===== src/rtl/roi_frame_ctrl_if.sv =====
// Host configuration handshake and monitored pixel-stream signals for roi_frame_ctrl.
interface roi_frame_ctrl_if #(
    parameter int BIT_COORD = 32
);
    logic [BIT_COORD-1:0] cfg_xy0_i;
    logic [BIT_COORD-1:0] cfg_xy1_i;
    logic                 cfg_valid_i;
    logic                 cfg_ready_o;
    logic                 cfg_stop_i;
    logic                 s_tvalid_i;
    logic                 s_tlast_i;

    modport master (
        output cfg_xy0_i, cfg_xy1_i, cfg_valid_i, cfg_stop_i, s_tvalid_i, s_tlast_i,
        input  cfg_ready_o
    );

    modport slave (
        input  cfg_xy0_i, cfg_xy1_i, cfg_valid_i, cfg_stop_i, s_tvalid_i, s_tlast_i,
        output cfg_ready_o
    );
endinterface


===== src/rtl/roi_frame_ctrl.sv =====
// Frame-synchronous ROI configuration controller: validates, normalises and
// holds one rectangle request, commits it at an input-frame boundary, counts
// frames and flags input frames whose length is not WIDTH*HEIGHT.
module roi_frame_ctrl #(
    parameter int WIDTH     = 800,
    parameter int HEIGHT    = 600,
    parameter int BIT_COORD = 32,
    parameter int BIT_FCNT  = 16
) (
    input  logic                 clk_i,
    input  logic                 arst_i,
    roi_frame_ctrl_if.slave      bus,
    output logic [BIT_COORD-1:0] xy_0_o,
    output logic [BIT_COORD-1:0] xy_1_o,
    output logic                 roi_en_o,
    output logic                 cfg_err_o,
    output logic                 frm_err_o,
    output logic [BIT_FCNT-1:0]  frame_cnt_o,
    output logic                 busy_o
);
    localparam int PIX     = WIDTH * HEIGHT;
    localparam int BIT_BC  = $clog2(PIX + 1);
    localparam logic [10:0]       W11      = 11'(WIDTH);
    localparam logic [9:0]        H10      = 10'(HEIGHT);
    localparam logic [BIT_BC-1:0] BC_MAX   = BIT_BC'(PIX);
    localparam logic [BIT_BC-1:0] BC_LASTV = BIT_BC'(PIX - 1);

    typedef enum logic {IDLE, RUN} state_t;

    state_t              state_q, state_d;
    logic                in_frame_q, in_frame_d;
    logic                pend_q, pend_d;
    logic                stop_q, stop_d;
    logic [10:0]         pxa_q, pxa_d, pxb_q, pxb_d;
    logic [9:0]          pya_q, pya_d, pyb_q, pyb_d;
    logic [10:0]         axa_q, axa_d, axb_q, axb_d;
    logic [9:0]          aya_q, aya_d, ayb_q, ayb_d;
    logic [BIT_BC-1:0]   beat_cnt_q, beat_cnt_d;
    logic                ovf_q, ovf_d;
    logic [BIT_FCNT-1:0] fcnt_q, fcnt_d;
    logic                cfg_err_q, cfg_err_d;
    logic                frm_err_q, frm_err_d;

    logic [10:0] x0, x1;
    logic [9:0]  y0, y1;
    logic        req_ok, beat, last, commit;

    assign x0 = bus.cfg_xy0_i[26:16];
    assign y0 = bus.cfg_xy0_i[9:0];
    assign x1 = bus.cfg_xy1_i[26:16];
    assign y1 = bus.cfg_xy1_i[9:0];

    assign req_ok = (x0 != 11'd0) && (x0 <= W11) && (x1 != 11'd0) && (x1 <= W11) &&
                    (y0 != 10'd0) && (y0 <= H10) && (y1 != 10'd0) && (y1 <= H10);

    assign beat   = bus.s_tvalid_i;
    assign last   = bus.s_tvalid_i & bus.s_tlast_i;
    assign commit = last | (~in_frame_q & ~bus.s_tvalid_i);

    // Next-state: frame tracking, length check, boundary commit, then request accept.
    always_comb begin
        state_d    = state_q;
        in_frame_d = in_frame_q;
        pend_d     = pend_q;
        stop_d     = stop_q;
        pxa_d = pxa_q; pxb_d = pxb_q; pya_d = pya_q; pyb_d = pyb_q;
        axa_d = axa_q; axb_d = axb_q; aya_d = aya_q; ayb_d = ayb_q;
        beat_cnt_d = beat_cnt_q;
        ovf_d      = ovf_q;
        fcnt_d     = fcnt_q;
        cfg_err_d  = 1'b0;
        frm_err_d  = 1'b0;

        if (last) begin
            in_frame_d = 1'b0;
            beat_cnt_d = '0;
            ovf_d      = 1'b0;
            fcnt_d     = fcnt_q + 1'b1;
            // An overrun already flagged this frame suppresses the end-of-frame flag.
            if (!ovf_q && beat_cnt_q != BC_LASTV) frm_err_d = 1'b1;
        end else if (beat) begin
            in_frame_d = 1'b1;
            if (beat_cnt_q >= BC_MAX) begin
                if (!ovf_q) begin
                    frm_err_d = 1'b1;
                    ovf_d     = 1'b1;
                end
            end else begin
                beat_cnt_d = beat_cnt_q + 1'b1;
            end
        end

        // Commit uses only registered pending state, so a same-cycle accept waits
        // for the following boundary; the accept below runs after the clear.
        if (commit) begin
            if (stop_q) begin
                state_d = IDLE;
                stop_d  = 1'b0;
                pend_d  = 1'b0;
            end else if (pend_q) begin
                axa_d   = pxa_q; axb_d = pxb_q;
                aya_d   = pya_q; ayb_d = pyb_q;
                pend_d  = 1'b0;
                state_d = RUN;
            end
        end

        if (bus.cfg_stop_i) stop_d = 1'b1;

        if (bus.cfg_valid_i && !pend_q) begin
            if (req_ok) begin
                pend_d = 1'b1;
                pxa_d  = (x0 < x1) ? x0 : x1;
                pxb_d  = (x0 < x1) ? x1 : x0;
                pya_d  = (y0 < y1) ? y0 : y1;
                pyb_d  = (y0 < y1) ? y1 : y0;
            end else begin
                cfg_err_d = 1'b1;
            end
        end
    end

    // State registers with asynchronous clear.
    always_ff @(posedge clk_i or posedge arst_i) begin
        if (arst_i) begin
            state_q    <= IDLE;
            in_frame_q <= 1'b0;
            pend_q     <= 1'b0;
            stop_q     <= 1'b0;
            pxa_q <= '0; pxb_q <= '0; pya_q <= '0; pyb_q <= '0;
            axa_q <= '0; axb_q <= '0; aya_q <= '0; ayb_q <= '0;
            beat_cnt_q <= '0;
            ovf_q      <= 1'b0;
            fcnt_q     <= '0;
            cfg_err_q  <= 1'b0;
            frm_err_q  <= 1'b0;
        end else begin
            state_q    <= state_d;
            in_frame_q <= in_frame_d;
            pend_q     <= pend_d;
            stop_q     <= stop_d;
            pxa_q <= pxa_d; pxb_q <= pxb_d; pya_q <= pya_d; pyb_q <= pyb_d;
            axa_q <= axa_d; axb_q <= axb_d; aya_q <= aya_d; ayb_q <= ayb_d;
            beat_cnt_q <= beat_cnt_d;
            ovf_q      <= ovf_d;
            fcnt_q     <= fcnt_d;
            cfg_err_q  <= cfg_err_d;
            frm_err_q  <= frm_err_d;
        end
    end

    assign bus.cfg_ready_o = ~pend_q;
    assign busy_o          = pend_q | stop_q;
    assign roi_en_o        = (state_q == RUN);
    assign cfg_err_o       = cfg_err_q;
    assign frm_err_o       = frm_err_q;
    assign frame_cnt_o     = fcnt_q;
    assign xy_0_o = BIT_COORD'({5'd0, axa_q, 6'd0, aya_q});
    assign xy_1_o = BIT_COORD'({5'd0, axb_q, 6'd0, ayb_q});
endmodule


===== src/flat_wrapper.sv =====
// flat-port wrapper written by rule: the top's interface ports become plain ports
module roi_frame_ctrl_flat 
#(
    parameter int WIDTH     = 800,
    parameter int HEIGHT    = 600,
    parameter int BIT_COORD = 32,
    parameter int BIT_FCNT  = 16
)
  (clk_i, arst_i, xy_0_o, xy_1_o, roi_en_o, cfg_err_o, frm_err_o, frame_cnt_o, busy_o, bus_cfg_xy0_i, bus_cfg_xy1_i, bus_cfg_valid_i, bus_cfg_stop_i, bus_s_tvalid_i, bus_s_tlast_i, bus_cfg_ready_o);
  roi_frame_ctrl_if #(.BIT_COORD(BIT_COORD)) bus_i ();
  input  logic clk_i;
  input  logic arst_i;
  output logic [BIT_COORD-1:0] xy_0_o;
  output logic [BIT_COORD-1:0] xy_1_o;
  output logic roi_en_o;
  output logic cfg_err_o;
  output logic frm_err_o;
  output logic [BIT_FCNT-1:0] frame_cnt_o;
  output logic busy_o;
  input wire logic [$bits(bus_i.cfg_xy0_i)-1:0] bus_cfg_xy0_i;
  input wire logic [$bits(bus_i.cfg_xy1_i)-1:0] bus_cfg_xy1_i;
  input wire logic [$bits(bus_i.cfg_valid_i)-1:0] bus_cfg_valid_i;
  input wire logic [$bits(bus_i.cfg_stop_i)-1:0] bus_cfg_stop_i;
  input wire logic [$bits(bus_i.s_tvalid_i)-1:0] bus_s_tvalid_i;
  input wire logic [$bits(bus_i.s_tlast_i)-1:0] bus_s_tlast_i;
  output wire logic [$bits(bus_i.cfg_ready_o)-1:0] bus_cfg_ready_o;
  assign bus_i.cfg_xy0_i = bus_cfg_xy0_i;
  assign bus_i.cfg_xy1_i = bus_cfg_xy1_i;
  assign bus_i.cfg_valid_i = bus_cfg_valid_i;
  assign bus_i.cfg_stop_i = bus_cfg_stop_i;
  assign bus_i.s_tvalid_i = bus_s_tvalid_i;
  assign bus_i.s_tlast_i = bus_s_tlast_i;
  assign bus_cfg_ready_o = bus_i.cfg_ready_o;
  roi_frame_ctrl #(.WIDTH(WIDTH), .HEIGHT(HEIGHT), .BIT_COORD(BIT_COORD), .BIT_FCNT(BIT_FCNT)) u_core (.clk_i(clk_i), .arst_i(arst_i), .bus(bus_i), .xy_0_o(xy_0_o), .xy_1_o(xy_1_o), .roi_en_o(roi_en_o), .cfg_err_o(cfg_err_o), .frm_err_o(frm_err_o), .frame_cnt_o(frame_cnt_o), .busy_o(busy_o));
endmodule

===== config.mk =====
export PLATFORM = sky130hd
export DESIGN_NAME = roi_frame_ctrl_flat
export DESIGN_NICKNAME = d
export VERILOG_FILES = /design/src/rtl/roi_frame_ctrl_if.sv /design/src/rtl/roi_frame_ctrl.sv /design/src/flat_wrapper.sv
export SDC_FILE = /design/constraint.sdc
export NUM_CORES = 1
export LEC_CHECK = 0
export BUFFER_PORTS_ARGS = -buffer_cell sky130_fd_sc_hd__clkbuf_2
export CAP_MARGIN = 10
export CORE_MARGIN = 3
export CORE_UTILIZATION = 40
export DETAILED_ROUTE_END_ITERATION = 8
export HOLD_SLACK_MARGIN = 0.06
export SYNTH_ARGS = -nofsm -noshare
export SYNTH_HDL_FRONTEND = slang
export SYNTH_SLANG_ARGS = --single-unit

===== constraint.sdc =====
create_clock -name clk_i -period 10.1 [get_ports clk_i]
set_clock_uncertainty 0.05 [all_clocks]
set_input_delay 1.01 -clock clk_i [delete_from_list [all_inputs] [get_ports clk_i]]
set_output_delay 1.01 -clock clk_i [all_outputs]
set_load 0.02 [all_outputs]

Word-level counts from Yosys, hierarchy flattened
Index checks and enable logic that the tools add are counted.
Word-level totals
  output and inout bits: 85
  logic and storage cells: 86
  input port bits: 70
  bits in registers: 126
Operators by class
  add/sub/neg operators: 2
  eq/ne operators: 2
  muxes and demuxes: 26
  magnitude comparators: 7
  reduce and logical (&&, ||, !) cells: 24
  bitwise operators: 8
Operators by type and width (count)
  two-way mux 19 bit: 3
  less-or-equal comparator 11 x 10 -> 1 bit (second input constant): 2
  two-way mux 11 bit: 2
  nonzero test 11 bit: 2
  less-or-equal comparator 10 bit (second input constant): 2
  two-way mux 10 bit: 2
  nonzero test 10 bit: 2
  adder 19 x 1 -> 19 bit (second input constant): 1
  >= comparator 19 bit (second input constant): 1
  two-way mux 1 bit: 19
  != test 19 bit (second input constant): 1
  adder 16 x 1 -> 16 bit (second input constant): 1
  less-than comparator 11 bit: 1
  less-than comparator 10 bit: 1
  logical AND 1 bit: 9
  AND reduction 2 bit: 4
  nonzero test 2 bit: 4
  inverter 1 bit: 4
  AND reduction 3 bit: 1
  AND 1 bit: 2
  logical NOT 1 bit: 2
  != test 2 x 1 -> 1 bit (second input constant): 1
  OR 1 bit: 2

Longest topological paths before layout
  depth in word-level cells: 10
  depth in mapped cells: 8

Least setup slack after synthesis
No wires, ideal clock.
  path kind: input to register
  from: input port bus_cfg_xy1_i[25]
  to: register u_core.pxa_q[0]
  library setup time: 0.128 ns
  stages: 8
  arrival time: 2.746 ns
  setup slack: 7.176 ns
  required time: 9.922 ns
  cell sequence: inv_1 > ha_1 > a2111oi_0 > o21ai_0 > a21oi_1 > clkbuf_1 > mux2i_1 > a31oi_1
On the way
  cells in the longest elaborated chain, start to end: 8
RTL lines
  start, declared: line flat_wrapper.sv:21  | input wire logic [$bits(bus_i.cfg_xy1_i)-1:0] bus_cfg_xy1_i;
  branches (longest 8 deep; another with less-or-equal comparator 11 x 10 -> 1 bit)
  end signal, assigned: line roi_frame_ctrl.sv:142  | pxa_q <= pxa_d; pxb_q <= pxb_d; pya_q <= pya_d; pyb_q <= pyb_d;
  end, declared: line roi_frame_ctrl.sv:34  | logic [10:0] pxa_q, pxa_d, pxb_q, pxb_d;
Several ways; the timed one is not identified.
A chain may end at the register's enable or synchronous reset.

Worst setup path in the final report
  from: input port bus_cfg_xy1_i[1]
  to: register u_core.pxb_q[7]
On the way
  cells in the longest elaborated chain, start to end: 4
RTL lines
  branches (longest 2 deep; another with less-or-equal comparator 10 bit)
  logical AND 1 bit (*): line roi_frame_ctrl.sv:54  | (y0 != 10'd0) && (y0 <= H10) && (y1 != 10'd0) && (y1 <= H10);
  AND reduction 2 bit (no source line) (*)
  end signal, assigned: line roi_frame_ctrl.sv:142
  end, declared: line roi_frame_ctrl.sv:34
Mark *: on every way between the ends.

==> results.cfg <==
[outcome]
run_status = complete, no violations

[synthesis]
synth_seq_cells = 126
synth_edf_count = 0
dominantRegCellSynth = dfrtp_1
synth_top_area_share_pct = 44.99
avgSynthCellArea_um2 = 9.983
synth_area_um2 = 7008
async_flop_share_pct = 100.0
ys_top_cells_by_count = dfrtp_1, a31oi_1, nand3_1
synth_area_leaders = dfrtp_1, a31oi_1, mux2_2
yosysSeqAreaShare_pct = 44.99
yosysTopAreaCell = dfrtp_1
yosysMostFrequentCell = dfrtp_1
synth_cell_types = 59
yosysWarnings = 0
synth_cells = 702

[route]
drc = 0
vias = 5902
wl_per_cell_um = 17.40
viasPerCell = 5.747
drt_wl_total_mm = 17.87
drtIter0Drc = 456
first_pass_iters = 5
ant_nets = 0

[critical_path]
crit_buf_inv = 2
worstPathArrival_ps = 3500
end_kind = flip-flop
critPathMaxFanout = 23
crit_family = simple AND/OR/NAND/NOR gates
critPathSlowestCell = and3_1
path_cells = clkbuf_2 > nor4_1 > o31ai_1 > a2111oi_4 > and3_1 > buf_4 > a31oi_1
critPathKind = primary input to flip-flop
crit_path_start_kind = primary input
slowest_delay_ps = 690
crit_required_ps = 10320

[clock_tree]
ctsRootBufferMaster = clkbuf_16
h-tree-depth = 4
ctsResizeCount = 0
clock_sinks = 126
clk_pin_slew_worst_paths_ps = 60
ctsHoldBuffers = 0
cts_tree = yes
post_cts_buffers = 0
clockBufferDepth = 2
numCtsBuffers = 17
clock_latency_ps = 410

[die]
die_area_um2 = 19140
dieWidth_um = 138.4
die_h_um = 138.4
pin_count = 155
rows = 47
initial_utilization_pct = 41.52
core-area_um2 = 16880

[sta]
final-setup-viol-count = 0
rsz0062_at_grt = false
min_period_ps = 3282
setup_tns_ps = 0
setup_ws_ps = 6818
clock.fmax_ghz = 0.3047
hold_violations = 0
maxSlewHeadroom_pct = 29.75
tightest_slew_ps = 1054
fin_crit_sh_pct = 32.50
slew_violations = 0

[power_and_ir_drop]
vdd_drop_max_uv = 121.2
internal_power_w = 0.001135
p_leak_nw = 3.860
combPwrFrac_pct = 22.2
p_switching_w = 0.0005313
pwr-share-clk_pct = 36.5
seq_power_share_pct = 41.4
swShare_pct = 31.88
powerDensity_nw_per_um2 = 201.6

[final_layout]
layout.nets = 886
seq_area_um2 = 3153
multi_input_area_um2 = 3501
area_growth_pct = 17.94
diodes = 0
drive_gt1_share_pct = 23.54
fillers = 1567

[global_routing]
antenna_found_initial = 0
grt_pass1_vias = 5816
grt-ovfl-total = 0
grt_max_degree = 77
grtUsageTotal_pct = 18.75
grt_pass1_wl_mm = 30.04

[placed_design]
place_hpwl_mm = 12.58
portBuffers = 110
detailedPlace.worstSlack_ps = 6450
place_congestion = 0.8577

[flow_run]
max_cap_violations = 0

[hold_path]
hold_class = flip-flop to flip-flop
-- metrics by stage --
step	utilization (%)	cell area [um^2]	hold slack, ps	power (W)	std cells
floorplan	-	7087	361.1	0.0009351	723
global placement	45.47	7674	382.0	0.001056	995
detailed placement	45.47	7674	403.3	0.001069	995
CTS	48.97	8265	422.8	0.001683	1027
global route	48.97	8265	439.7	0.001763	1027
finish	48.97	8265	419.5	0.001667	1027
-- state kept, by name, indices dropped and copies added, names as in the netlist --
signal	flops
u_core.pend_q	1
u_core.pya_q	10
u_core.ovf_q	1
u_core.frm_err_o	1
u_core.cfg_err_o	1
u_core.ayb_q	10
u_core.axb_q	11
u_core.axa_q	11
u_core.stop_q	1
u_core.roi_en_o	1
u_core.in_frame_q	1
u_core.pyb_q	10
u_core.beat_cnt_q	19
u_core.frame_cnt_o	16
u_core.pxb_q	11
u_core.pxa_q	11
u_core.aya_q	10
-- cell type report --
cell class | count | share of cell area (%)
Multi-Input combinational cell | 499 | 42.36
Sequential cell | 126 | 38.15
Timing Repair Buffer | 121 | 7.660
Clock buffer | 21 | 5.571
Tap cell | 220 | 3.330
Clock inverter | 11 | 1.589
Inverter | 29 | 1.347
-- cells in the final DEF, fill, tap and decap left out, types with 10 or more instances in the layout --
cell type | synthesis | final
dfrtp_1 | 126 | 126
clkbuf_2 | 0 | 110
a31oi_1 | 83 | 83
nand3_1 | 34 | 34
nor2_1 | 33 | 33
mux2_2 | 29 | 29
o21ai_0 | 28 | 28
inv_1 | 29 | 28
nand2_1 | 28 | 28
ha_1 | 22 | 22
conb_1 | 1 | 22
a21oi_1 | 22 | 21
mux2i_1 | 20 | 20
a22oi_1 | 20 | 20
clkbuf_16 | 0 | 17
nor2b_1 | 16 | 16
mux2_1 | 13 | 13
xor2_1 | 12 | 12
a21boi_0 | 11 | 11
xnor2_1 | 11 | 11
buf_4 | 26 | 11
nor4_1 | 10 | 10
-- final timing paths --
kind	from	endpoint	slack, ps	cells past startpoint
worst max-delay path	bus_cfg_xy1_i[1]	u_core.pxb_q[7]	6820	7
worst min-delay path	u_core.frame_cnt_o[15]	u_core.frame_cnt_o[15]	420	1
worst max register to register	u_core.pend_q	u_core.pxb_q[7]	7800	6
worst min register to register	u_core.frame_cnt_o[15]	u_core.frame_cnt_o[15]	420	1
max in group asynchronous	arst_i	u_core.beat_cnt_q[1]	7990	3
min in group asynchronous	arst_i	u_core.frame_cnt_o[15]	620	2
-- power groups by stage --
stage	clock network [W]	logic [W]	registers [W]
2_1_floorplan	0	0.000211	0.000724
3_3_place_gp	0	0.000363	0.000693
3_5_place_dp	0	0.000370	0.000699
4_1_cts	0.000621	0.000372	0.000690
5_1_grt	0.000649	0.000409	0.000705
6_report	0.000608	0.000370	0.000689
-- cells by family (layout without fill, tap and decap cells) --
family / Yosys count / count (layout) / synth area share (%)
flops: 126 / 126 / 44.99
xor+xnor: 23 / 23 / 2.874
compound gates: 209 / 209 / 19.78
other cells: 1 / 22 / 0.05351
buf+inv: 98 / 182 / 6.802
mux: 62 / 62 / 9.605
simple gates: 161 / 161 / 11.96
fa+ha+maj: 22 / 22 / 3.928
-- metal layers --
layer	routed length (um)	global-route usage, %	up-vias
met2	8610	30.52	206
met1	8103	25.38	2911
li1	-	-	2768
met4	175	4.628	0
met5	0	0	-
met3	983	4.523	17
Power figures use the tool's default switching activity.
